==> src/rtl/mem_port_arbiter.sv <==
// rtl/mem_port_arbiter.sv - shared memory port arbiter for instruction fetch and data access
// One access in flight at a time; data wins ties, halted blocks new grants.
module mem_port_arbiter #(
  parameter int MEM_LAT = 2
) (
  input  logic        clk,
  input  logic        rst_b,
  input  logic        halted,
  input  logic        if_req,
  input  logic [31:0] if_addr,
  output logic [31:0] if_rdata,
  output logic        if_ack,
  input  logic        d_req,
  input  logic        d_we,
  input  logic [31:0] d_addr,
  input  logic [31:0] d_wdata,
  output logic [31:0] d_rdata,
  output logic        d_ack,
  output logic [31:0] m_addr,
  output logic [31:0] m_wdata,
  output logic        m_we,
  input  logic [31:0] m_rdata,
  output logic        core_stall
);

  typedef enum logic [1:0] {IDLE, WAIT, RESP} state_t;

  localparam logic [3:0] LAT_M1 = 4'(MEM_LAT - 1);

  state_t      state_q, state_d;
  logic [3:0]  cnt_q, cnt_d;
  logic        owner_q, owner_d;
  logic        we_q, we_d;
  logic [31:0] m_addr_q, m_addr_d;
  logic [31:0] m_wdata_q, m_wdata_d;
  logic [31:0] if_rdata_q, if_rdata_d;
  logic [31:0] d_rdata_q, d_rdata_d;

  always_ff @(posedge clk or negedge rst_b) begin
    if (!rst_b) begin
      state_q    <= IDLE;
      cnt_q      <= 4'd0;
      owner_q    <= 1'b0;
      we_q       <= 1'b0;
      m_addr_q   <= 32'd0;
      m_wdata_q  <= 32'd0;
      if_rdata_q <= 32'd0;
      d_rdata_q  <= 32'd0;
    end else begin
      state_q    <= state_d;
      cnt_q      <= cnt_d;
      owner_q    <= owner_d;
      we_q       <= we_d;
      m_addr_q   <= m_addr_d;
      m_wdata_q  <= m_wdata_d;
      if_rdata_q <= if_rdata_d;
      d_rdata_q  <= d_rdata_d;
    end
  end

  always_comb begin
    state_d    = state_q;
    cnt_d      = cnt_q;
    owner_d    = owner_q;
    we_d       = we_q;
    m_addr_d   = m_addr_q;
    m_wdata_d  = m_wdata_q;
    if_rdata_d = if_rdata_q;
    d_rdata_d  = d_rdata_q;
    case (state_q)
      IDLE: begin
        if (!halted) begin
          if (d_req) begin
            owner_d   = 1'b1;
            we_d      = d_we;
            m_addr_d  = d_addr;
            m_wdata_d = d_wdata;
            cnt_d     = LAT_M1;
            state_d   = WAIT;
          end else if (if_req) begin
            owner_d  = 1'b0;
            we_d     = 1'b0;
            m_addr_d = if_addr;
            cnt_d    = LAT_M1;
            state_d  = WAIT;
          end
        end
      end
      WAIT: begin
        if (cnt_q == 4'd0) begin
          // Stores never touch the read-data registers.
          if (!we_q) begin
            if (owner_q) d_rdata_d = m_rdata;
            else         if_rdata_d = m_rdata;
          end
          state_d = RESP;
        end else begin
          cnt_d = cnt_q - 4'd1;
        end
      end
      RESP:    state_d = IDLE;
      default: state_d = IDLE;
    endcase
  end

  // The counter only equals LAT_M1 in WAIT on the first cycle after grant.
  assign m_we       = (state_q == WAIT) && we_q && (cnt_q == LAT_M1);
  assign if_ack     = (state_q == RESP) && !owner_q;
  assign d_ack      = (state_q == RESP) && owner_q;
  assign m_addr     = m_addr_q;
  assign m_wdata    = m_wdata_q;
  assign if_rdata   = if_rdata_q;
  assign d_rdata    = d_rdata_q;
  assign core_stall = (if_req & ~if_ack) | (d_req & ~d_ack);

endmodule

==> config.mk <==
export PLATFORM = sky130hd
export DESIGN_NAME = mem_port_arbiter
export DESIGN_NICKNAME = d
export VERILOG_FILES = /design/src/rtl/mem_port_arbiter.sv
export SDC_FILE = /design/constraint.sdc
export NUM_CORES = 1
export LEC_CHECK = 0
export CORE_MARGIN = 2
export CORE_UTILIZATION = 41
export DETAILED_ROUTE_END_ITERATION = 10
export PLACE_DENSITY = 0.86
export SLEW_MARGIN = 40
export SYNTH_ARGS = -nofsm -noshare
export SYNTH_HDL_FRONTEND = slang
export SYNTH_SLANG_ARGS = --single-unit
==> constraint.sdc <==
create_clock -name clk -period 2.2 [get_ports clk]
set_input_delay 0.44 -clock clk [delete_from_list [all_inputs] [get_ports clk]]
set_output_delay 0.44 -clock clk [all_outputs]
set_load 0.01 [all_outputs]
==> results of run 1 <==
==> cell type report <==
cell class,instances,area (µm²),area share
clock buffer,24,482,0.0536
clock inverter,8,71.3,0.00794
inverter,7,26.3,0.00293
multi-input combinational,223,2000,0.222
sequential,136,3410,0.379
tap,176,220,0.0245
timing repair buffer,278,2780,0.310
==> cell usage after synthesis (2+ instances only) <==
cell	count	area, µm²
dfrtp_1	136	3400
mux2_2	96	1080
a21oi_1	64	320
mux2i_1	33	330
buf_2	11	55.1
clkbuf_1	10	37.5
inv_1	7	26.3
a22o_1	3	26.3
and2_1	3	18.8
buf_4	3	22.5
ha_1	3	37.5
and3_1	2	12.5
==> flip-flops by register name, summed over array words and instances (netlist names) <==
| name | flops |
|---|---|
| if_rdata | 32 |
| m_addr | 32 |
| state_q | 2 |
| we_q | 1 |
| cnt_q | 4 |
| d_rdata | 32 |
| owner_q | 1 |
| m_wdata | 32 |
==> stage by stage <==
stage,utilization,worst slack [ns]
6_report,0.681,0.0941
2_1_floorplan,-,0.431
5_1_grt,0.681,0.00241
3_5_place_dp,0.638,0.0575
3_3_place_gp,0.638,0.0923
4_1_cts,0.681,0.0493
==> worst reg2reg max path: cells and delay by family, from the launching register on <==
kind | cells | cell delay [ns]
fa+ha+maj | 1 | 0.25
mux | 1 | 0.14
buf+inv | 1 | 0.12
flops | 1 | 0.39
compound gates | 1 | 0.41
simple gates | 1 | 0.50
==> power by group through the flow <==
stage	clock [µW]	sequential, µW	combinational (µW)
floorplan	0	5010	1740
global placement	0	4470	5350
detailed placement	0	4540	5540
CTS	2660	4530	5570
global route	2790	4690	5860
finish	2600	4530	5500
==> metal layers <==
layer | routed length [µm] | GRT usage
met5 | 0 | 0
met4 | 478 | 0.0993
met3 | 928 | 0.0537
met2 | 7660 | 0.366
met1 | 5570 | 0.233
==> how the worst max path moves through the flow <==
stage / from / endpoint / slack, ns
6_report: state_q[0] / if_ack / 0.09
3_3_place_gp: if_req / core_stall / 0.09
5_1_grt: state_q[0] / if_ack / 0.002
3_5_place_dp: if_req / core_stall / 0.06
2_1_floorplan: d_req / core_stall / 0.43
4_1_cts: state_q[0] / if_ack / 0.05
==> cell families after synthesis <==
kind of cell,Yosys count,synth area share
buf+inv,32,0.0263
flops,136,0.616
fa+ha+maj,3,0.00679
compound gates,71,0.0681
simple gates,19,0.0263
xor+xnor,1,0.00158
mux,129,0.255
==> repair_timing <==
action,CTS,global route
endpoints found under the setup margin,3,0
resized for setup,5,0
hold endpoints to repair,5,0
hold buffers,1,0
==> metrics, run 1 <==
status=finished, final reports clean; worst-path maximum fanout=5; Sw Ratio=0.303; Post-synth top flop=dfrtp_1; mapped cell area=0.00553 mm²; overall power=roughly 13000 µW; Crit path arrival time=1.67 ns; Final period util=0.957; Clk Latency, worst-skew pair=roughly 0.40 ns; P_leak=0.00381 µW; Die W=between 100 and 150 µm; Clock power frac=0.206; Non-Filler Instances=852; clock skew=around 0.007 ns; Seq/Total Area, Yosys=0.616; CP bufs+invs=1; Num Clock Sinks=~140; maximum vdd drop=0.684 mV; Pwr Density=roughly 1400 mW/mm²; htree depth=4; YS warnings=0; Routed WL=roughly 15000 µm; post-DP HPWL=roughly 11000 µm; via count=~4.3k; internal power=a little under 9000 µW; reg-to-reg startpoint=cnt_q[0]; Vias/cell=5.01; gpl congestion=around 0.75; Logic pwr share=0.435; minimum clock period=~2.1 ns; worst reg2reg endpoint=cnt_q[0]; post-route cell area=0.00898 mm²; Hold Crit Class=input pin to asynchronous set/reset pin; initial core utilization=0.419; Worst-path clk slew=~0.050 ns; worst rel slew slack=0.689; CP top delay family=buffers and inverters; Ant. Diodes=0; CP cell instances=nor3b_2 > clkdlybuf4s50_1; IO Pins=about 270; pin count of the biggest net entering global routing=79; async set-reset flop share out of synthesis=1.00; Setup Buffers After CTS=0; TritonRoute pass-1 iters=4; Setup violations, final=0; Cell Rows=between 40 and 50; Routed WL per cell=around 17 µm; final setup TNS=0 ns; sequential power share=0.359; number of library cell types mapped by synthesis=32; nets@finish=800; vias in the first global route=between 4k and 5k; CTS tree=done; Crit Path Category=flop to primary output; Filler cells=slightly below 1k; Slew @ Worst Pin=around 0.47 ns; Max-cap violations=0; CP Data Required Time=roughly 1.8 ns; most common cell after layout, fill and taps aside=clkdlybuf4s50_1; Inserted Clock Buffers=17; Pins Over Slew Limit=0; Post-Syn Nets=~530; flop-to-flop setup slack=about 0.25 ns; initial antenna violation count=0; First DRT Iteration DRCs=263; Port Buffer Count=about 270; gr usage total=0.208; Area Overhead vs Synth=62.5%; Fin. Hold Viols=0; share of post-route cells with drive strength above 1=0.216; crit path launch type=flop; Routed Antenna Nets=0; DR DRC count=0; Die H=between 100 and 150 µm; RSZ-0062 raised after global routing=no; Crit. End Element=primary output; GR Overflow Total=0; placement-stage cell area=approximately 0.0084 mm²; CTS max path bufs=2; critical path depth in cells=2; register bit total from synthesis=about 140; most frequent cells in the layout=clkdlybuf4s50_1 (261), dfrtp_1 (134), mux2_2 (96), a21oi_1 (64), mux2i_1 (33); first-pass GRT wire length=23400 µm; slowest CP cell=clkdlybuf4s50_1; Worst Hold Slack=around 0.40 ns; net switching power=about 3800 µW; R2R cell count=5; Clk Tree Root Cell=clkbuf_16; Syn Inst Count=391; maximum clock frequency=roughly 0.47 GHz; Core Region=between 0.01 and 0.015 mm²; syn_area_per_cell=14.1 µm²; Post-synth EDFFs=0; Inst Count DP=just over 800; die area=about 0.014 mm²; Worst path max stage delay=0.58 ns
Power figures use the tool's default switching activity.
==> run 2, diff against run 1 <==
==> constraint.sdc (replaced) <==
create_clock -name clk -period 2.2 [get_ports clk]
set_input_delay 0.55 -clock clk [delete_from_list [all_inputs] [get_ports clk]]
set_output_delay 0.55 -clock clk [all_outputs]
set_load 0.01 [all_outputs]
==> run 2 against run 1 <==
Net effect: critical path depth grew 1; highest routed layer unchanged; clock power up 6%; fmax is 0.44% lower; final cell count increased by 0.35%; critical path type unchanged; largest power group unchanged; combinational power hardly changed; design area grew 0.88%; sequential share of layout area fell by 0.34 points; worst hold slack lost 0.29 ns; die area stayed put; utilization grew 0.60 points; via count is 1.5% lower.
==> metrics, run 2 (synthesis results as in run 1) <==
status=finished, final reports clean; First DRT Iteration DRCs=156 (-41%); Worst Hold Slack=0.109 ns (-0.291 ns); Worst path max stage delay=0.44 ns (-0.14 ns); first-pass GRT wire length=22900 µm (-1.8%); Routed Antenna Nets=0 (unchanged); nets@finish=803 (+0.38%); Area Overhead vs Synth=63.9%; Fin. Hold Viols=0 (unchanged); P_leak=0.00386 µW (+1.2%); TritonRoute pass-1 iters=4 (unchanged); die area=0.0144 mm² (unchanged); Inserted Clock Buffers=17 (unchanged); CTS Hold Bufs=0 (-1); htree depth=4 (unchanged); Crit Path Category=flop to primary output; CTS max path bufs=2 (unchanged); pre-CTS setup slack=-0.127 ns (-0.185 ns); Setup violations, final=0 (unchanged); Routed WL per cell=16.8 µm (-2.4%); GR Overflow Total=0 (unchanged); gpl congestion=0.753 (+0.78%); Crit. End Element=primary output; Port Buffer Count=265 (unchanged); CP bufs+invs=1 (unchanged); most frequent cells in the layout=clkdlybuf4s50_1 (259), dfrtp_1 (135), mux2_2 (96), a21oi_1 (64), mux2i_1 (33); Pins Over Slew Limit=0 (unchanged); Cell Rows=42 (unchanged); worst-path maximum fanout=6 (+1); CTS tree=done; post-DP HPWL=10600 µm (-1.7%); initial core utilization=0.419 (unchanged); via count=4209 (-1.5%); Max-cap violations=0 (unchanged); minimum clock period=2.12 ns (+0.00937 ns); Non-Filler Instances=855 (+0.35%); maximum vdd drop=0.658 mV (-3.9%); Vias/cell=4.92 (-1.8%); CP top delay family=simple AND/OR/NAND/NOR gates; gr usage total=0.204 (-0.00403); Clk Tree Root Cell=clkbuf_16; Clk Latency, worst-skew pair=0.40 ns (about the same); met3 Use GR=0.0561 (+0.00238); pin count of the biggest net entering global routing=50 (-37%); GR Util met2=0.363 (-0.00249); crit path launch type=flop; Ant. Diodes=0 (unchanged); Final period util=0.961 (+0.00426); Pwr Density=1410 mW/mm² (+0.28%); slowest CP cell=dfrtp_2; clock skew=0.00728 ns (+0.000301 ns); Slew @ Worst Pin=0.474 ns (+0.00730 ns); IO Pins=266 (unchanged); Inst Count DP=823 (+0.49%); grt met1 use=0.231 (-0.00227); vias in the first global route=4607 (-2.4%); RSZ-0062 raised after global routing=yes; PnR worst setup slack=0.0848 ns (-0.00937 ns); initial antenna violation count=0 (unchanged); Worst-path clk slew=0.06 ns (about the same); Crit path arrival time=1.57 ns (-0.10 ns); worst rel slew slack=0.684 (-0.00487); Hold Crit Class=input pin to asynchronous set/reset pin; CP cell instances=nor4b_4 > and3_1 > clkdlybuf4s15_1; Core Region=0.0132 mm² (unchanged); Die W=120 µm (unchanged); overall power=12800 µW (+1.2%); Num Clock Sinks=136 (unchanged); most common cell after layout, fill and taps aside=clkdlybuf4s50_1; Die H=120 µm (unchanged); final setup TNS=0 ns (unchanged); maximum clock frequency=0.473 GHz (-0.44%); CP Data Required Time=1.65 ns (-0.11 ns); Routed WL=14300 µm (-2.1%); DR DRC count=0 (unchanged); share of post-route cells with drive strength above 1=0.225 (+0.00936); Top Usage Layer GRT=met2
[run 2: changes by cell type in the layout (fill, tap and decap cells not counted), moves of 2 or more]
cell,change
clkbuf_1,-4
clkinv_4,+3
buf_12,+2
buf_4,+2
clkbuf_8,-2
clkdlybuf4s50_1,-2
clkinv_2,-2
clkinvlp_4,+2
inv_6,+2
[run 2: per-layer routing]
metal  wire [µm]  up-vias
li1            -     1955
met1        5470     2060
met2        7550      170
met3        1010       24
met4         303        0
met5           0        -
[run 2: report_power, final]
group / total [µW] / internal, µW / leakage, µW / switching [µW]
clock network: 2760 / 1700 / 0.000283 / 1060
registers: 4500 / 3780 / 0.00157 / 724
logic: 5510 / 3400 / 0.00200 / 2110
[run 2: what timing repair did]
item / in CTS / in global routing
setup buffers: 0 / 0
cloned: 0 / 0
endpoints found under the hold margin: 0 / 0
setup endpoints to repair: 4 / 2
gates resized for setup: 6 / 1
[run 2: path summary, 6_finish.rpt]
check / from / to / slack (ns) / cells after the start
worst max-delay path: cnt_q[2] / m_we / 0.08 / 3
worst min register to register: d_rdata[24] / d_rdata[24] / 0.50 / 1
worst max register to register: cnt_q[0] / cnt_q[3] / 0.26 / 5
max in group asynchronous: rst_b / cnt_q[2] / 1.45 / 2
worst min-delay path: rst_b / if_rdata[19] / 0.11 / 1
min in group clk: d_rdata[24] / d_rdata[24] / 0.50 / 1
[run 2: through the flow]
step	utilization	cell area, µm²
2_1_floorplan	-	5530
3_3_place_gp	0.642	8470
3_5_place_dp	0.642	8470
4_1_cts	0.687	9060
5_1_grt	0.687	9060
6_report	0.687	9060
[run 2: layout make-up]
type | instances | area (µm²)
Fill cell | 938 | 4130
Sequential cell | 136 | 3400
Timing Repair Buffer | 281 | 2820
Multi-Input combinational cell | 223 | 2000
Clock buffer | 18 | 439
Tap cell | 176 | 220
Clock inverter | 14 | 150
Inverter | 7 | 26.3
[run 2: worst register-to-register path, delay by kind of cell, from the launching register on]
kind                       cells  cell delay (ns)
AOI/OAI and AO/OA              2             0.64
DFF                            1             0.40
and+or+nand+nor                1             0.49
buffers and inverters          1             0.12
adders and majority gates      1             0.23
